==> config.mk <==
export PLATFORM = sky130hd
export DESIGN_NAME = io_bus_master_flat
export DESIGN_NICKNAME = d
export VERILOG_FILES = /design/src/rtl/io_bus_pkg.sv /design/src/rtl/io_bus_master_if.sv /design/src/rtl/io_req_fifo.sv /design/src/rtl/io_bus_master.sv /design/src/flat_wrapper.sv
export SDC_FILE = /design/constraint.sdc
export NUM_CORES = 1
export LEC_CHECK = 0
export CAP_MARGIN = 20
export CORE_ASPECT_RATIO = 0.8
export CORE_MARGIN = 4
export CORE_UTILIZATION = 39
export DETAILED_ROUTE_END_ITERATION = 6
export GPL_ROUTABILITY_DRIVEN = 0
export PLACE_DENSITY = 0.68
export SETUP_SLACK_MARGIN = 0.5
export SLEW_MARGIN = 20
export SYNTH_ARGS = -nofsm -noshare
export SYNTH_HDL_FRONTEND = slang
export SYNTH_HIERARCHICAL = 1
export SYNTH_SLANG_ARGS = --single-unit
==> constraint.sdc <==
create_clock -name clk -period 4.2 [get_ports clk]
set_clock_uncertainty 0.05 [all_clocks]
set_input_delay 0.84 -clock clk [delete_from_list [all_inputs] [get_ports clk]]
set_output_delay 0.84 -clock clk [all_outputs]
set_load 0.005 [all_outputs]
==> src/rtl/io_bus_pkg.sv <==
// io_bus_pkg: shared types and defaults for the IO bus master.
//   state_e      - bus master FSM states
//   io_req_t     - queued request {write, addr, data}
//   IO_IDLE_ADDR - unmapped address parked on the bus between accesses
package io_bus_pkg;

  localparam int IO_ADDR_W = 16;
  localparam int IO_DATA_W = 16;
  localparam logic [IO_ADDR_W-1:0] IO_IDLE_ADDR = 16'hFFFF;

  typedef enum logic [1:0] {
    IDLE    = 2'd0,
    BUS     = 2'd1,
    CAPTURE = 2'd2,
    RESP    = 2'd3
  } state_e;

  typedef struct packed {
    logic                 write;
    logic [IO_ADDR_W-1:0] addr;
    logic [IO_DATA_W-1:0] data;
  } io_req_t;

endpackage

==> src/rtl/io_bus_master_if.sv <==
// io_bus_master_if: core request/response channels plus the IO bus.
//   req_*  core -> master request channel (valid/ready)
//   rsp_*  master -> core read response channel (valid/ready)
//   io_*   master <-> peripheral bus (addr, wdata, write strobe, rdata)
//   busy   master has queued or in-flight work
// Handshake: a transfer happens on the rising clk edge where valid and
// ready are both high. The sender holds valid and its payload stable until
// that edge; ready may change freely and never depends on a future valid.
interface io_bus_master_if #(
  parameter int ADDR_W = 16,
  parameter int DATA_W = 16
);
  logic              req_valid;
  logic              req_ready;
  logic              req_write;
  logic [ADDR_W-1:0] req_addr;
  logic [DATA_W-1:0] req_wdata;
  logic              rsp_valid;
  logic              rsp_ready;
  logic [DATA_W-1:0] rsp_rdata;
  logic [ADDR_W-1:0] io_addr;
  logic [DATA_W-1:0] io_wdata;
  logic              io_write;
  logic [DATA_W-1:0] io_rdata;
  logic              busy;

  modport master (
    input  req_valid, req_write, req_addr, req_wdata, rsp_ready, io_rdata,
    output req_ready, rsp_valid, rsp_rdata, io_addr, io_wdata, io_write, busy
  );

  modport slave (
    output req_valid, req_write, req_addr, req_wdata, rsp_ready, io_rdata,
    input  req_ready, rsp_valid, rsp_rdata, io_addr, io_wdata, io_write, busy
  );
endinterface

==> src/rtl/io_req_fifo.sv <==
// io_req_fifo: synchronous request FIFO, async active-low reset.
//   push_i/push_data_i  write an entry (ignored when full)
//   pop_i               drop the head entry (ignored when empty)
//   head_o              current head entry
//   full_o/empty_o      occupancy flags
// Pointers carry one extra wrap bit: equal pointers mean empty, equal
// indices with differing wrap bits mean full. DEPTH must be a power of two.
module io_req_fifo #(
  parameter int DEPTH = 2,
  parameter int WIDTH = 33
) (
  input  logic             clk,
  input  logic             rst_n,
  input  logic             push_i,
  input  logic [WIDTH-1:0] push_data_i,
  input  logic             pop_i,
  output logic [WIDTH-1:0] head_o,
  output logic             full_o,
  output logic             empty_o
);
  localparam int AW = $clog2(DEPTH);

  logic [AW:0]      wr_ptr_q, wr_ptr_d;
  logic [AW:0]      rd_ptr_q, rd_ptr_d;
  logic [WIDTH-1:0] mem_q [DEPTH];
  logic             do_push, do_pop;

  assign full_o  = (wr_ptr_q[AW-1:0] == rd_ptr_q[AW-1:0]) &&
                   (wr_ptr_q[AW] != rd_ptr_q[AW]);
  assign empty_o = (wr_ptr_q == rd_ptr_q);
  assign do_push = push_i && !full_o;
  assign do_pop  = pop_i && !empty_o;
  assign head_o  = mem_q[rd_ptr_q[AW-1:0]];

  always_comb begin
    wr_ptr_d = wr_ptr_q;
    rd_ptr_d = rd_ptr_q;
    if (do_push) wr_ptr_d = wr_ptr_q + 1'b1;
    if (do_pop)  rd_ptr_d = rd_ptr_q + 1'b1;
  end

  always_ff @(posedge clk or negedge rst_n) begin
    if (!rst_n) begin
      wr_ptr_q <= '0;
      rd_ptr_q <= '0;
    end else begin
      wr_ptr_q <= wr_ptr_d;
      rd_ptr_q <= rd_ptr_d;
    end
  end

  // Storage needs no reset: an entry is only read after it was written.
  always_ff @(posedge clk) begin
    if (do_push) mem_q[wr_ptr_q[AW-1:0]] <= push_data_i;
  end

endmodule

==> src/rtl/io_bus_master.sv <==
// io_bus_master: queues core read/write requests and drives them onto the
// IO bus in order. Reads are captured one cycle after their bus cycle
// (peripheral has registered read data) and returned on the rsp channel.
//   clk, rst_n  clock, asynchronous active-low reset
//   bus         io_bus_master_if.master (req_*, rsp_*, io_*, busy)
//   dbg_state   current FSM state
module io_bus_master
  import io_bus_pkg::*;
#(
  parameter int                ADDR_W     = IO_ADDR_W,
  parameter int                DATA_W     = IO_DATA_W,
  parameter int                FIFO_DEPTH = 2,
  parameter logic [ADDR_W-1:0] IDLE_ADDR  = IO_IDLE_ADDR
) (
  input  logic             clk,
  input  logic             rst_n,
  io_bus_master_if.master  bus,
  output state_e           dbg_state
);
  io_req_t           push_req, head_req;
  logic              fifo_push, fifo_pop, fifo_full, fifo_empty;

  state_e            state_q, state_d;
  logic [ADDR_W-1:0] io_addr_q, io_addr_d;
  logic [DATA_W-1:0] io_wdata_q, io_wdata_d;
  logic              io_write_q, io_write_d;
  logic              rsp_valid_q, rsp_valid_d;
  logic [DATA_W-1:0] rsp_rdata_q, rsp_rdata_d;

  assign push_req  = '{write: bus.req_write, addr: bus.req_addr, data: bus.req_wdata};
  // No pass-through: a full queue refuses even when it is popped this cycle.
  assign fifo_push = bus.req_valid && !fifo_full;

  io_req_fifo #(
    .DEPTH (FIFO_DEPTH),
    .WIDTH ($bits(io_req_t))
  ) u_fifo (
    .clk         (clk),
    .rst_n       (rst_n),
    .push_i      (fifo_push),
    .push_data_i (push_req),
    .pop_i       (fifo_pop),
    .head_o      (head_req),
    .full_o      (fifo_full),
    .empty_o     (fifo_empty)
  );

  // State register (bus and response registers ride along).
  always_ff @(posedge clk or negedge rst_n) begin
    if (!rst_n) begin
      state_q     <= IDLE;
      io_addr_q   <= IDLE_ADDR;
      io_wdata_q  <= '0;
      io_write_q  <= 1'b0;
      rsp_valid_q <= 1'b0;
      rsp_rdata_q <= '0;
    end else begin
      state_q     <= state_d;
      io_addr_q   <= io_addr_d;
      io_wdata_q  <= io_wdata_d;
      io_write_q  <= io_write_d;
      rsp_valid_q <= rsp_valid_d;
      rsp_rdata_q <= rsp_rdata_d;
    end
  end

  // Next-state logic. In BUS, io_write_q tells whether the access on the
  // bus is a write, so no separate copy of the request type is kept.
  always_comb begin
    state_d = state_q;
    unique case (state_q)
      IDLE:    if (!fifo_empty) state_d = BUS;
      BUS: begin
        if (!io_write_q)     state_d = CAPTURE;
        else if (fifo_empty) state_d = IDLE;
      end
      CAPTURE: state_d = RESP;
      RESP:    if (bus.rsp_ready) state_d = fifo_empty ? IDLE : BUS;
      default: state_d = IDLE;
    endcase
  end

  // Output logic: FIFO pop and next values of the bus/response registers.
  always_comb begin
    fifo_pop    = 1'b0;
    io_addr_d   = IDLE_ADDR;
    io_wdata_d  = '0;
    io_write_d  = 1'b0;
    rsp_valid_d = rsp_valid_q;
    rsp_rdata_d = rsp_rdata_q;
    unique case (state_q)
      IDLE:    fifo_pop = !fifo_empty;
      BUS:     fifo_pop = io_write_q && !fifo_empty;
      CAPTURE: begin
        rsp_rdata_d = bus.io_rdata;
        rsp_valid_d = 1'b1;
      end
      RESP: begin
        if (bus.rsp_ready) begin
          rsp_valid_d = 1'b0;
          fifo_pop    = !fifo_empty;
        end
      end
      default: fifo_pop = 1'b0;
    endcase
    // Every pop loads the popped entry onto the bus for the next cycle;
    // reads park write data at zero.
    if (fifo_pop) begin
      io_addr_d  = head_req.addr;
      io_wdata_d = head_req.write ? head_req.data : '0;
      io_write_d = head_req.write;
    end
  end

  assign bus.req_ready = !fifo_full;
  assign bus.rsp_valid = rsp_valid_q;
  assign bus.rsp_rdata = rsp_rdata_q;
  assign bus.io_addr   = io_addr_q;
  assign bus.io_wdata  = io_wdata_q;
  assign bus.io_write  = io_write_q;
  assign bus.busy      = !fifo_empty || (state_q != IDLE);
  assign dbg_state     = state_q;

endmodule

==> src/flat_wrapper.sv <==
// flat-port wrapper written by rule: the top's interface ports become plain ports
module io_bus_master_flat import io_bus_pkg::*;
#(
  parameter int                ADDR_W     = IO_ADDR_W,
  parameter int                DATA_W     = IO_DATA_W,
  parameter int                FIFO_DEPTH = 2,
  parameter logic [ADDR_W-1:0] IDLE_ADDR  = IO_IDLE_ADDR
)
  (clk, rst_n, dbg_state, bus_req_valid, bus_req_write, bus_req_addr, bus_req_wdata, bus_rsp_ready, bus_io_rdata, bus_req_ready, bus_rsp_valid, bus_rsp_rdata, bus_io_addr, bus_io_wdata, bus_io_write, bus_busy);
  io_bus_master_if #(.ADDR_W(ADDR_W), .DATA_W(DATA_W)) bus_i ();
  input  logic clk;
  input  logic rst_n;
  output state_e dbg_state;
  input wire logic [$bits(bus_i.req_valid)-1:0] bus_req_valid;
  input wire logic [$bits(bus_i.req_write)-1:0] bus_req_write;
  input wire logic [$bits(bus_i.req_addr)-1:0] bus_req_addr;
  input wire logic [$bits(bus_i.req_wdata)-1:0] bus_req_wdata;
  input wire logic [$bits(bus_i.rsp_ready)-1:0] bus_rsp_ready;
  input wire logic [$bits(bus_i.io_rdata)-1:0] bus_io_rdata;
  output wire logic [$bits(bus_i.req_ready)-1:0] bus_req_ready;
  output wire logic [$bits(bus_i.rsp_valid)-1:0] bus_rsp_valid;
  output wire logic [$bits(bus_i.rsp_rdata)-1:0] bus_rsp_rdata;
  output wire logic [$bits(bus_i.io_addr)-1:0] bus_io_addr;
  output wire logic [$bits(bus_i.io_wdata)-1:0] bus_io_wdata;
  output wire logic [$bits(bus_i.io_write)-1:0] bus_io_write;
  output wire logic [$bits(bus_i.busy)-1:0] bus_busy;
  assign bus_i.req_valid = bus_req_valid;
  assign bus_i.req_write = bus_req_write;
  assign bus_i.req_addr = bus_req_addr;
  assign bus_i.req_wdata = bus_req_wdata;
  assign bus_i.rsp_ready = bus_rsp_ready;
  assign bus_i.io_rdata = bus_io_rdata;
  assign bus_req_ready = bus_i.req_ready;
  assign bus_rsp_valid = bus_i.rsp_valid;
  assign bus_rsp_rdata = bus_i.rsp_rdata;
  assign bus_io_addr = bus_i.io_addr;
  assign bus_io_wdata = bus_i.io_wdata;
  assign bus_io_write = bus_i.io_write;
  assign bus_busy = bus_i.busy;
  io_bus_master #(.ADDR_W(ADDR_W), .DATA_W(DATA_W), .FIFO_DEPTH(FIFO_DEPTH), .IDLE_ADDR(IDLE_ADDR)) u_core (.clk(clk), .rst_n(rst_n), .bus(bus_i), .dbg_state(dbg_state));
endmodule
## Word-level counts from Yosys, hierarchy flattened

Memory sizes are Yosys's and may differ from the RTL's.
Cells that the tools add are included.

| cells by class | value |
|---|---|
| add/sub/neg operators | 2 |
| $mul | 0 |
| div/mod/pow operators | 0 |
| magnitude comparators | 0 |
| eq/ne operators | 9 |
| shift operators | 0 |
| muxes and demuxes | 16 |
| bitwise logic cells | 0 |
| reductions and logical operators | 13 |

Operators with widths:

| kind | number |
|---|---|
| $mux W16 | 3 |
| $mux W2 | 4 |
| $pmux W2 S4 | 1 |
| $mux W1 | 6 |
| $logic_and A1 B1 Y1 | 5 |
| $add A2 B1 Y2 const B | 2 |
| $eq A2 B2 Y1 const B | 2 |
| $ne A2 B2 Y1 const B | 2 |
| $reduce_bool A2 Y1 | 2 |
| $ne A3 B2 Y1 const B | 1 |
| $pmux W1 S3 | 1 |
| $reduce_and A3 Y1 | 1 |
| $eq A2 B1 Y1 const B | 1 |
| $eq A2 B2 Y1 | 1 |
| $logic_not A1 Y1 | 2 |
| $logic_not A2 Y1 | 1 |
| $pmux W1 S2 | 1 |
| $reduce_and A2 Y1 | 1 |
| $eq A1 B1 Y1 | 1 |
| $logic_or A1 B1 Y1 | 1 |
| $ne A1 B1 Y1 | 1 |

| storage, ports and cells | value |
|---|---|
| register bits | 56 |
| latch bits | 0 |
| memory bits (writable) | 66 |
| bits in read-only memories | 0 |
| bits of input ports | 53 |
| output and inout port bits | 54 |
| logic and storage cells | 49 |
| memories | 1 |

Memories:

| memory | words | bits a word | read ports | clocked after memory_dff | wr ports | RTL line | source |
|---|---|---|---|---|---|---|---|
| u_core.u_fifo.mem_q | 2 | 33 | 1 | 0 | 1 | io_req_fifo.sv:25 | `logic [WIDTH-1:0] mem_q [DEPTH];` |

## Depth between registers and ports, before layout

Gate-level depths: netlist (run 1).

| logic depth | value |
|---|---|
| word-level depth | 7 |
| gate-level depth with buffers | 8 |
| depth with buffers taken out | 6 |

## Modules after synthesis

Netlist (run 1), hierarchy kept.

By module, submodules not included:

| module | instances | cells each | area each (µm²) | sequential area each (µm²) |
|---|---|---|---|---|
| io_req_fifo | 1 | 130 | 2625.0 | 2082.0 |
| io_bus_master | 1 | 124 | 1863.0 | 1321.3 |

## Worst setup path before layout (run 1)

No wires, ideal clock.

| timing path | value |
|---|---|
| path type | in2reg |
| start | input port bus_req_valid |
| end | memory u_core.u_fifo.mem_q[0][0], enable pin |
| setup time | 0.471 ns |
| data arrival time | 3.558 ns |
| data required time | 3.679 ns |
| path slack | 0.121 ns |
| stages | 2 |
| buffers on the path | 0 |
| cells stage by stage | nor2b_1 nor3b_1 |

| on the way | value |
|---|---|
| word-level cells in the longest chain between the ends | 4 |

RTL lines:

| what | RTL line | source |
|---|---|---|
| start, declared | flat_wrapper.sv:14 | `input wire logic [$bits(bus_i.req_valid)-1:0] bus_req_valid;` |
| $logic_and A1 B1 Y1 | io_bus_master.sv:32 | `assign fifo_push = bus.req_valid && !fifo_full;` |
| $logic_and A1 B1 Y1 | io_req_fifo.sv:31 | `assign do_push = push_i && !full_o;` |
| $mux W1 | io_req_fifo.sv:54 | `if (do_push) mem_q[wr_ptr_q[AW-1:0]] <= push_data_i;` |
| $mux W1 (implied by the code) | io_req_fifo.sv:54 |  |
| end, declared | io_req_fifo.sv:25 |  |

No other way between the ends.

## Worst setup path after layout (run 1)

| timing path | value |
|---|---|
| start | register u_core.u_fifo.rd_ptr_q[1] |
| end | output port bus_busy |

| on the way | value |
|---|---|
| word-level cells in the longest chain between the ends | 3 |

RTL lines:

| what | RTL line | source |
|---|---|---|
| start, declared | io_req_fifo.sv:24 | `logic [AW:0] rd_ptr_q, rd_ptr_d;` |
| start signal, assigned | io_req_fifo.sv:48 | `rd_ptr_q <= rd_ptr_d;` |
| $eq A2 B2 Y1 | io_req_fifo.sv:30 | `assign empty_o = (wr_ptr_q == rd_ptr_q);` |
| net u_core.fifo_empty | io_bus_master.sv:21 | `logic fifo_push, fifo_pop, fifo_full, fifo_empty;` |
| $logic_not A1 Y1 | - |  |
| $logic_or A1 B1 Y1 | io_bus_master.sv:121 | `assign bus.busy = !fifo_empty \|\| (state_q != IDLE);` |
| end, declared | flat_wrapper.sv:26 | `output wire logic [$bits(bus_i.busy)-1:0] bus_busy;` |

The timed path passes the listed nets, and every way through them passes these cells.

==> results.tsv, run 1 <==
stage	metric	value	unit
synthesis	main flop type after synthesis	sky130_fd_sc_hd__edfxtp_1	
die	core area	0.01106	sq mm
clocking	setup bufs post-CTS	0	
synthesis	commonest cells in the synthesized netlist	sky130_fd_sc_hd__edfxtp_1 (66), sky130_fd_sc_hd__mux2_1 (43), sky130_fd_sc_hd__dfrtp_1 (40)	
place	Port Buffer Count	106	
worst_setup_path	type of origin of the critical path	flip-flop	
layout	n_diodes	0	
clocking	clock-pin transition on the worst setup and hold timing paths	50	ps
grt	global-route wire length before repair	14260	um
clocking	CTS root buffer	sky130_fd_sc_hd__clkbuf_16	
synthesis	Cell variety after synth	35	
grt	initial antenna violation count	0	
clocking	insertion delay to the later sink of the worst-skew pair	400	ps
synthesis	largest area contributor in the netlist	sky130_fd_sc_hd__edfxtp_1	
synthesis	sequential cell area fraction in the yosys report	75.83	%
sta	summed negative setup slack over all endpoints	0	ps
detailed_routing	remaining antenna violation count after routing	0	
synthesis	mean post-synth cell area	17.67	sq um
clocking	Sink Count	122	
die	initial core utilization	40.58	%
synthesis	number of enable-type register cells in the synthesized netlist	66	
synthesis	top cells by area, synth	sky130_fd_sc_hd__edfxtp_1 (44%), sky130_fd_sc_hd__dfrtp_1 (22%), sky130_fd_sc_hd__mux2_1 (11%)	
power_and_ir_drop	power density over the cells	799.2	mW/mm^2
clocking	number of buffers inserted for hold repair after clock tree synthesis	0	
synthesis	synthesized flop and latch total	122	
sta	time the final worst path needs with I/O delays and setup	2844	ps
detailed_routing	drt initial violations	149	
sta	Rel. slew slack	32.87	%
sta	Final Hold Fails	0	
clocking	Gates resized, CTS repair	0	
clocking	H-tree depth	4	
clocking	total clock buffers created by CTS	17	
layout	Area growth, synth to finish	41.40	%
die	number of top-level pins	107	
grt	maximum number of pins on one net before global-route repair	40	
die	vertical extent of the die	104.0	um
synthesis	most repeated cell in the gate-level netlist after synthesis	sky130_fd_sc_hd__edfxtp_1	
grt	GR Overflow Total	0	
outcome	outcome	complete, no violations	
worst_setup_path	critical path type	reg2out	
grt	via count of the first global-routing pass	2648	
synthesis	Synth top area share	44.16	%
detailed_routing	TritonRoute pass-1 iters	6	
detailed_routing	routed length per instance	16.86	um
worst_setup_path	critical path arrival	1950	ps
synthesis	share of synthesized registers carrying an async set or reset	45.90	%
detailed_routing	number of vias per cell	4.717	
layout	fraction of layout instances using a drive strength above 1	17.88	%
detailed_routing	total wire length	8937	um
place	HPWL reported at the end of detailed placement	5900	um
worst_hold_path	Worst Hold Class	reg2reg	
sta	Least-Margin Pin Slew	1005	ps
detailed_routing	vias after detailed routing	2500	
layout	fin nets	426	
layout	utilization of the core after routing	57.38	%
power_and_ir_drop	Pleak	0.002453	uW
die	DIE AREA	0.01330	sq mm
synthesis	count of yosys warnings during synthesis	6	
sta	highest clock rate	0.3516	GHz
synthesis	Synth Net Count	307	
clocking	CTS tree	yes	
worst_setup_path	biggest fanout along the worst timing path	5	
clocking	maximum buffer depth of the clock tree	2	
sta	setup repair after global routing missed its margin	false	
synthesis	cell area after technology mapping	0.004488	sq mm
sta	post-route fraction of the period consumed by the critical path	67.71	%
layout	final design area excluding fillers	0.006346	sq mm
die	FP Rows	34	
grt	total track usage	14.11	%
die	horizontal die dimension	127.9	um
place	placed instance area	0.005733	sq mm
power_and_ir_drop	peak supply drop	0.4615	mV
sta	fin. max-slew vios	0	
synthesis	number of instances in the synthesized netlist	254	
worst_setup_path	element type at the critical path end	output port	
worst_setup_path	required time of the critical path	3310	ps
sta	# setup viols final	0	
run	count of max-cap constraint violations	0	
detailed_routing	DRC violation count after routing	0	
[cell type report]
type,count,area (sq um)
flip-flops and latches,122,3405
inverters,3,16.27
well taps,144,180.2
fillers,864,4715
clock inverters,10,148.9
clock buffers,22,464.2
multi-input cells,118,1026
repair buffers,111,1106
[through the flow]
step	std cells	setup WS [ps]	power [uW]	hold WS [ps]
6_report	530	1356	5072	437.0
2_1_floorplan	254	887.0	2799	423.6
5_1_grt	530	1249	5368	463.2
3_3_place_gp	498	1168	3584	413.9
4_1_cts	530	1324	5143	439.2
3_5_place_dp	498	1082	3623	427.9
[sequential cells by signal (all words and copies together) (netlist names), named ones only]
| register | count |
|---|---|
| u_core/bus.io_addr | 16 |
| u_core/bus.io_wdata | 16 |
| u_core/bus.io_write | 1 |
| u_core/bus.rsp_rdata | 16 |
| u_core/bus.rsp_valid | 1 |
| u_core/dbg_state | 1 |
| u_core/u_fifo/mem_q | 66 |
| u_core/u_fifo/rd_ptr_q | 2 |
| u_core/u_fifo/wr_ptr_q | 2 |
[placed cells by master (no fill, tap or decap), types with 2 or more instances in the layout]
master and count:
sky130_fd_sc_hd__mux2_2 7, sky130_fd_sc_hd__a21oi_1 2, sky130_fd_sc_hd__buf_4 4, sky130_fd_sc_hd__clkbuf_16 17, sky130_fd_sc_hd__clkdlybuf4s50_1 105, sky130_fd_sc_hd__nor2b_1 2
sky130_fd_sc_hd__clkbuf_8 2, sky130_fd_sc_hd__and3_1 16, sky130_fd_sc_hd__nand2_1 6, sky130_fd_sc_hd__edfxtp_1 66, sky130_fd_sc_hd__dfrtp_1 39, sky130_fd_sc_hd__nor2_1 6
sky130_fd_sc_hd__clkbuf_1 3, sky130_fd_sc_hd__o21ai_1 3, sky130_fd_sc_hd__or3_1 16, sky130_fd_sc_hd__clkinv_2 5, sky130_fd_sc_hd__dfstp_2 16, sky130_fd_sc_hd__mux2_1 43
sky130_fd_sc_hd__bufinv_16 4
[critical path, stage by stage, from the launching register on]
cell and delay [ps]:
sky130_fd_sc_hd__dfrtp_1 450, sky130_fd_sc_hd__xor2_2 340, sky130_fd_sc_hd__nor2_1 150, sky130_fd_sc_hd__nand2_1 80, sky130_fd_sc_hd__clkdlybuf4s50_1 520
[worst paths after layout]
check	startpoint	to	slack [ps]	depth (start not counted)
setup reg to reg	u_core/u_fifo/rd_ptr_q[1]	u_core/u_fifo/mem_q[1][28]	1560	6
max in group asynchronous	rst_n	u_core/bus.io_addr[9]	2770	2
setup / recovery	u_core/u_fifo/rd_ptr_q[1]	bus_busy	1360	4
hold / removal	u_core/bus.rsp_rdata[13]	u_core/bus.rsp_rdata[13]	440	1
hold reg to reg	u_core/bus.rsp_rdata[13]	u_core/bus.rsp_rdata[13]	440	1
min in group asynchronous	rst_n	u_core/bus.rsp_rdata[14]	480	1
[logic make-up (layout without fill, tap and decap cells)]
logic type | count (synthesis) | after routing | synth area share [%]
buffers and inverters | 14 | 146 | 1.812
multiplexers | 51 | 51 | 12.77
flip-flops | 122 | 122 | 75.83
AND/OR/NAND/NOR | 52 | 52 | 6.970
AO/OA/AOI/OAI | 12 | 12 | 1.868
XOR/XNOR | 3 | 3 | 0.7529
[layer usage]
layer | part of all wire [%] | track usage, % | up-vias
met1 | 46 | 18.83 | 1220
met5 | 0 | 0 | -
met3 | 8.1 | 6.674 | 11
li1 | - | - | 1173
met2 | 45 | 20.14 | 96
met4 | 0.91 | 5.000 | 0
[where the power goes]
| group | switching (uW) | internal (uW) |
|---|---|---|
| Combinational | 763 | 837 |
| Sequential | 173 | 1810 |
| Clock | 475 | 1020 |
| Total | 1410 | 3660 |
Note: power is estimated with default switching activity, not from simulation.
==> run 2, diff against run 1 <==
Clock period 4.2 ns to 2.3 ns, I/O delays scaled along.
==> results.tsv, run 2 (synthesized netlist as in run 1, its figures left out) <==
stage	metric	value	unit
worst_setup_path	required time of the critical path	2370	ps
clocking	maximum buffer depth of the clock tree	2	
layout	register area	0.003410	sq mm
detailed_routing	routed length per instance	17.22	um
die	DIE AREA	0.01330	sq mm
sta	fin. max-slew vios	0	
power_and_ir_drop	peak supply drop	0.6693	mV
grt	total track usage	14.33	%
detailed_routing	vias after detailed routing	2664	
clocking	clock-pin transition on the worst setup and hold timing paths	50	ps
outcome	outcome	complete, no violations	
sta	Rel. slew slack	60.19	%
layout	Fillers	827	
grt	via count of the first global-routing pass	2837	
worst_setup_path	Critical R2R Capture	u_core/u_fifo/mem_q[0][2]	
clocking	CTS tree	yes	
sta	summed negative setup slack over all endpoints	0	ps
worst_setup_path	worst setup path startpoint	u_core/u_fifo/rd_ptr_q[1]	
layout	Area growth, synth to finish	54.36	%
layout	fin nets	459	
layout	top library cells by usage in the layout, fill and taps aside	sky130_fd_sc_hd__clkdlybuf4s50_1 (77), sky130_fd_sc_hd__edfxtp_1 (66), sky130_fd_sc_hd__mux2_1 (43)	
clocking	insertion delay to the later sink of the worst-skew pair	400	ps
place	HPWL reported at the end of detailed placement	5761	um
place	placed instance area	0.005806	sq mm
sta	# setup viols final	0	
clocking	Sink Count	122	
layout	fraction of layout instances using a drive strength above 1	28.16	%
sta	setup repair after global routing missed its margin	true	
die	horizontal die dimension	127.9	um
layout	max FFs per register	66	
detailed_routing	total wire length	9693	um
grt	GR Overflow Total	0	
detailed_routing	drt initial violations	140	
detailed_routing	number of vias per cell	4.732	
grt	global-route wire length before repair	14530	um
sta	Final Hold Fails	0	
power_and_ir_drop	power density over the cells	1510	mW/mm^2
sta	highest clock rate	0.4967	GHz
detailed_routing	DRC violation count after routing	0	
worst_setup_path	worst r2r path cells	8	
die	FP Rows	34	
place	Port Buffer Count	106	
power_and_ir_drop	overall power after layout	10460	uW
die	number of top-level pins	107	
worst_setup_path	type of origin of the critical path	flip-flop	
die	initial core utilization	40.58	%
worst_setup_path	RR Startpoint	u_core/u_fifo/rd_ptr_q[1]	
power_and_ir_drop	Pleak	0.002781	uW
worst_setup_path	critical path arrival	2080	ps
worst_setup_path	biggest fanout along the worst timing path	6	
sta	Least-Margin Pin Slew	597.2	ps
detailed_routing	TritonRoute pass-1 iters	5	
clocking	H-tree depth	4	
worst_setup_path	Register-to-Register Setup Slack	290	ps
layout	most common cell after layout, fill and taps aside	sky130_fd_sc_hd__clkdlybuf4s50_1	
die	vertical extent of the die	104.0	um
worst_setup_path	critical path type	reg2reg	
grt	maximum number of pins on one net before global-route repair	40	
die	core area	0.01106	sq mm
layout	n_diodes	0	
clocking	CTS root buffer	sky130_fd_sc_hd__clkbuf_16	
layout	area of the multi-input gates	0.001096	sq mm
clocking	number of buffers inserted for hold repair after clock tree synthesis	0	
detailed_routing	remaining antenna violation count after routing	0	
layout	final design area excluding fillers	0.006928	sq mm
sta	post-route fraction of the period consumed by the critical path	87.54	%
grt	initial antenna violation count	1	
clocking	total clock buffers created by CTS	17	
sta	time the final worst path needs with I/O delays and setup	2013	ps
worst_setup_path	element type at the critical path end	flip-flop	
worst_hold_path	Worst Hold Class	in2async	
run	count of max-cap constraint violations	0	
worst_setup_path	endpoint of the most critical setup path	u_core/u_fifo/mem_q[0][2]	
[run 2: cell types whose count changed in the layout (fill, tap and decap cells not counted), sizes merged]
cell / previous run / this run
buf: 6 / 35
clkdlybuf4s50: 105 / 77
dlygate4sd2: 0 / 18
dlymetal6s2s: 0 / 8
clkinvlp: 0 / 3
bufinv: 4 / 6
clkbuf: 22 / 24
clkinv: 6 / 5
[run 2: routing by layer]
| metal | share of wire (%) | wire [um] | GRT usage (%) | vias up |
|---|---|---|---|---|
| met2 | 46 | 4464 | 20.96 | 108 |
| met4 | 0.70 | 68 | 5.758 | 2 |
| met1 | 45 | 4346 | 18.80 | 1304 |
| met5 | 0.072 | 7 | 0 | - |
| met3 | 8.3 | 807 | 6.109 | 7 |
| li1 | - | - | - | 1243 |
[run 2: worst min-delay path by stage]
stage,from,to,slack [ps],depth (start not counted)
floorplan,rst_n,asynchronous set/reset pin,110,0
global placement,u_core/bus.rsp_rdata[12],u_core/bus.rsp_rdata[12],420,1
detailed placement,u_core/bus.rsp_valid,u_core/bus.rsp_valid,420,1
CTS,rst_n,u_core/bus.io_wdata[14],20,1
global route,rst_n,u_core/bus.io_wdata[15],50,1
finish,rst_n,u_core/bus.io_wdata[5],20,1
[run 2: what timing repair did]
item / in CTS / in global routing
gates resized for setup: 42 / 24
setup endpoints to repair: 106 / 94
cloned: 1 / 7
setup buffers: 11 / 8
pin swaps: 5 / 5
[run 2: critical path: stages (launching register included)]
cell                        delay, ps
sky130_fd_sc_hd__dfrtp_2          430
sky130_fd_sc_hd__buf_6            130
sky130_fd_sc_hd__xnor2_4          190
sky130_fd_sc_hd__nor2_4            70
sky130_fd_sc_hd__buf_6            120
sky130_fd_sc_hd__nor2b_4          160
sky130_fd_sc_hd__nor3b_4          260
sky130_fd_sc_hd__buf_6            170
sky130_fd_sc_hd__clkbuf_16        150
[run 2: report_power, final]
| part | leakage [uW] | switching (uW) | total, uW | internal, uW |
|---|---|---|---|---|
| logic | 0.00120 | 1790 | 4010 | 2210 |
| registers | 0.00127 | 247 | 3550 | 3310 |
| clock network | 0.000313 | 887 | 2900 | 2020 |
[run 2: final cells by class]
class | instances | area share [%]
timing repair buffer | 144 | 22.67
tap | 144 | 2.601
clock inverter | 14 | 3.269
sequential | 122 | 49.21
multi-input combinational | 118 | 15.82
clock buffer | 18 | 6.195
inverter | 3 | 0.2348
[run 2: through the flow]
step	instances	worst slack (ps)	hold WS [ps]	utilization [%]
after global placement	504	210.3	417.3	52.49
after floorplan	254	-53.98	114.4	-
final	563	286.6	17.19	62.64
after detailed placement	504	186.3	418.1	52.49
after CTS	548	318.3	21.91	59.58
after global routing	563	240.4	47.09	62.64
